[src/rtl/led_mux_scanner.sv]
// Time-multiplexes LEDS[20:0] onto 7 shared RGB data lines and 3 one-hot group selects.
// Each group gets BLANK dead cycles and then DWELL drive cycles. LEDS is snapshotted once per frame.
module led_mux_scanner #(
  parameter int DWELL = 1024,
  parameter int BLANK = 16
) (
  input  logic        CLK,
  input  logic        RESET,
  input  logic [31:0] LEDS,
  input  logic        EN,
  output logic [6:0]  led_rgb_multiplex_a,
  output logic [2:0]  led_rgb_multiplex_b,
  output logic        frame_start
);

  localparam int CNT_MAX = (DWELL > BLANK) ? DWELL : BLANK;
  localparam int CW      = (CNT_MAX > 1) ? $clog2(CNT_MAX) : 1;
  localparam logic [CW-1:0] DWELL_LAST = CW'(DWELL - 1);
  localparam logic [CW-1:0] BLANK_LAST = CW'((BLANK > 0) ? BLANK - 1 : 0);

  typedef enum logic [1:0] {ST_IDLE, ST_BLANK, ST_DRIVE} state_t;

  // With no blanking, each group is followed directly by the next group's drive phase.
  localparam state_t ST_GAP = (BLANK == 0) ? ST_DRIVE : ST_BLANK;

  state_t          state_reg, state_next;
  logic [1:0]      group_reg, group_next;
  logic [CW-1:0]   counter_reg, counter_next;
  logic [20:0]     shadow_reg, shadow_next;
  logic [6:0]      a_reg, a_next;
  logic [2:0]      b_reg, b_next;
  logic            frame_start_reg, frame_start_next;
  logic [6:0]      group_data [0:3];
  logic            unused_leds;

  assign unused_leds = &{1'b0, LEDS[31:21]};

  // The slices come from the next shadow value, so a new snapshot reaches the pins immediately.
  for (genvar gi = 0; gi < 3; gi++) begin : g_slice
    assign group_data[gi] = shadow_next[7*gi +: 7];
  end
  assign group_data[3] = 7'd0;

  always_ff @(posedge CLK or posedge RESET) begin
    if (RESET) begin
      state_reg       <= ST_IDLE;
      group_reg       <= 2'd0;
      counter_reg     <= '0;
      shadow_reg      <= '0;
      a_reg           <= '0;
      b_reg           <= '0;
      frame_start_reg <= 1'b0;
    end else begin
      state_reg       <= state_next;
      group_reg       <= group_next;
      counter_reg     <= counter_next;
      shadow_reg      <= shadow_next;
      a_reg           <= a_next;
      b_reg           <= b_next;
      frame_start_reg <= frame_start_next;
    end
  end

  always_comb begin
    state_next       = state_reg;
    group_next       = group_reg;
    counter_next     = counter_reg + CW'(1);
    shadow_next      = shadow_reg;
    frame_start_next = 1'b0;
    if (!EN) begin
      state_next   = ST_IDLE;
      group_next   = 2'd0;
      counter_next = '0;
    end else begin
      case (state_reg)
        ST_IDLE: begin
          state_next       = ST_GAP;
          group_next       = 2'd0;
          counter_next     = '0;
          shadow_next      = LEDS[20:0];
          frame_start_next = 1'b1;
        end
        ST_BLANK: begin
          if (counter_reg == BLANK_LAST) begin
            state_next   = ST_DRIVE;
            counter_next = '0;
          end
        end
        ST_DRIVE: begin
          if (counter_reg == DWELL_LAST) begin
            state_next   = ST_GAP;
            counter_next = '0;
            if (group_reg == 2'd2) begin
              group_next       = 2'd0;
              shadow_next      = LEDS[20:0];
              frame_start_next = 1'b1;
            end else begin
              group_next = group_reg + 2'd1;
            end
          end
        end
        default: begin
          state_next   = ST_IDLE;
          group_next   = 2'd0;
          counter_next = '0;
        end
      endcase
    end
  end

  always_comb begin
    a_next = '0;
    b_next = '0;
    if (state_next == ST_DRIVE) begin
      a_next = group_data[group_next];
      b_next = 3'b001 << group_next;
    end
  end

  assign led_rgb_multiplex_a = a_reg;
  assign led_rgb_multiplex_b = b_reg;
  assign frame_start         = frame_start_reg;

endmodule
[config.mk]
export PLATFORM = sky130hd
export DESIGN_NAME = led_mux_scanner
export DESIGN_NICKNAME = d
export VERILOG_FILES = /design/src/rtl/led_mux_scanner.sv
export SDC_FILE = /design/constraint.sdc
export NUM_CORES = 1
export LEC_CHECK = 0
export ABC_AREA = 1
export ABC_CLOCK_PERIOD_IN_PS = 4200
export CAP_MARGIN = 10
export CORE_UTILIZATION = 25
export CTS_CLUSTER_DIAMETER = 40
export DETAILED_ROUTE_END_ITERATION = 16
export PLACE_DENSITY = 0.56
export SYNTH_ARGS = -nofsm -noshare
export SYNTH_HDL_FRONTEND = slang
export SYNTH_SLANG_ARGS = --single-unit
export TNS_END_PERCENT = 1
[constraint.sdc]
create_clock -name CLK -period 4.2 [get_ports CLK]
set_input_delay 0.84 -clock CLK [delete_from_list [all_inputs] [get_ports CLK]]
set_output_delay 0.84 -clock CLK [all_outputs]
set_load 0.02 [all_outputs]
==> reports/results.ini <==
[synthesis]
netlist_instances=251
synth_area_mm2=0.00224
netlist-cell-type-count=30
ys_warn_count=0
seq_area_frac_synth=0.514
syn-num-nets=291
syn_area_per_cell_um2=8.93
yosys_register_bits=46

[floorplanning]
fp.dieH_um=96.7
fp-row-count=34
die_width_um=96.7
initial_utilization=0.258
core_area_mm2=0.00868
die_area_mm2=0.00935
io_pins=46

[global_route]
grt-ovfl-total=0
antenna_found_initial=0
grt_pass1_wl_um=8010
grt_use_total=0.104
grt_pass1_vias=1753
grt_max_degree=47

[routing]
routedLengthMet1_um=2170
wl_met3_um=213
drc_errors=0
antenna_left=0
met2_length_um=2230
wl_per_cell_um=11.8
maxUsedRoutingLayer=met4
viasPerCell=4.29
vias=1689
wl_um=4640
drt-initial-drc-count=114
dr.pass1.iters=5

[min_path]
hp-start=shadow_reg[4]
hold_path_class=reg -> reg
min_path_cells=2
min_to=shadow_reg[4]

[power]
peakVddDrop_mv=0.144
p_leak_nw=1.35
power_density_mw_per_mm2=310
design_power_total_w=0.000858

[clocking]
ctsRootBufferMaster=clkbuf_8
numCtsBuffers=5
tritoncts=done
cts_hold_buf=0
cts_setup_buffers=0
clkSinkCount=46
cts.path.max_buffers=2
htree_levels=2
cts_resized=0
clk_pin_slew_ps=90
clk_latency_ps=300

[setup_path]
startpoint=EN
rr_startpoint=state_reg[0]
critPathRequiredTime_ps=4410
cp-start-kind=input pin
r2r_slack_ps=1840
worstReg2RegEnd=led_rgb_multiplex_a[0]
worstSetupPathType=in -> reg
path_max_fanout=21
crit_arrival_ps=2660
endpoint_kind=flip-flop
reg2reg_depth=11

[placed_design]
place_hpwl_um=3190
dp_slack_ps=1400
routabilityCongestion=0.821
dp_cells=386
portBuffers=34

[sta]
finalHoldViolCount=0
setup_ws_ps=1750
report.final.setup_viol=0
period_share=0.583
finalCriticalPeriod_ps=2450
holdWs_ps=480
tightestPinTransition_ps=944
rsz0062_at_grt=no
fmax_ghz=0.409
finalClockSkew_ps=9.06
tns_ps=0
drv_slew=0
maxSlewHeadroom=0.369

[job]
maxCapViolations=0

[layout]
n_fill_cell=941
drive_gt1_frac=0.101
area.growth.synth_to_final_pct=23.3
largest_reg_flops=21
fin_cells=394
nets=325
diodes=0

[run_status]
outcome=completed

## worst max-delay path by stage
stage	depth (start not counted)	endpoint	slack, ps
finish	10	led_rgb_multiplex_a[0]	1750
global route	11	led_rgb_multiplex_a[3]	1510
CTS	10	led_rgb_multiplex_a[0]	1720
detailed placement	10	led_rgb_multiplex_a[0]	1400
global placement	10	led_rgb_multiplex_a[0]	1440
floorplan	1	counter_reg[0]	2270
## through the flow
step                 util  area [um2]
CTS                 0.318        2760
global route        0.318        2760
detailed placement  0.308        2670
floorplan               -        2240
global placement    0.308        2670
finish              0.318        2760
## cell usage after synthesis, drive strengths merged
cell,instances,area share
nand2,93,0.18
dfrtp,46,0.51
nand3,29,0.073
nor2,24,0.070
inv,21,0.035
nand4,10,0.031
buf,6,0.020
ha,5,0.028
nor3,4,0.0089
nor3b,3,0.010
xor2,3,0.012
o21ai,2,0.0045
a211oi,1,0.0034
a21oi,1,0.0022
a31oi,1,0.0028
clkbuf,1,0.0017
xnor2,1,0.0039
## placed cells by master (no fill, tap or decap), types with 2 or more instances in the layout
cell,Yosys,layout
nor3b_1,3,3
nor2_8,3,3
clkdlybuf4s50_1,0,34
inv_2,3,4
nand2_8,2,2
dfrtp_1,46,46
nand4_1,9,9
clkbuf_8,0,6
nor2_4,2,2
nand2_1,85,85
nor3_1,4,4
nand3_1,27,27
ha_1,5,5
nand2_2,4,4
nor2_1,18,18
nand2_4,2,2
inv_1,18,17
xor2_1,3,3
## worst max-delay path, stage by stage
cell	delay, ps
clkdlybuf4s50_1	470
inv_1	50
a21oi_1	240
nand2_1	510
nand2_1	180
nand2_1	80
nand3_1	100
nand3_1	80
nand2_1	50
inv_1	50
## area by class of cell
| type | count | area [um2] | area share |
|---|---|---|---|
| clock buffers | 6 | 82.6 | 0.0299 |
| clock inverters | 2 | 12.5 | 0.00453 |
| inverters | 21 | 78.8 | 0.0285 |
| multi-input cells | 177 | 963 | 0.349 |
| flip-flops and latches | 46 | 1150 | 0.416 |
| well taps | 108 | 135 | 0.0489 |
| repair buffers | 34 | 340 | 0.123 |
## power by group
group          total [W]  switching (W)  leakage, nW  internal, W
combinational  0.0000924      0.0000553        0.685    0.0000371
clock           0.000285       0.000153       0.0472     0.000132
sequential      0.000480     0.00000861        0.616     0.000471
## cell families (layout without fill, tap and decap cells)
| logic type | after synthesis | in the layout | share of synthesized area |
|---|---|---|---|
| DFF | 46 | 46 | 0.514 |
| xor gates and xnor gates | 4 | 4 | 0.0156 |
| buffers and inverters | 28 | 63 | 0.0564 |
| AOI/OAI and AO/OA | 5 | 5 | 0.0128 |
| adders and majority gates | 5 | 5 | 0.0279 |
| and+or+nand+nor | 163 | 163 | 0.374 |
## layer usage
metal	global-route usage	vias up
li1	-	863
met4	0.0310	0
met1	0.131	790
met2	0.174	33
met5	0	-
met3	0.0275	3
Power figures use the tool's default switching activity.
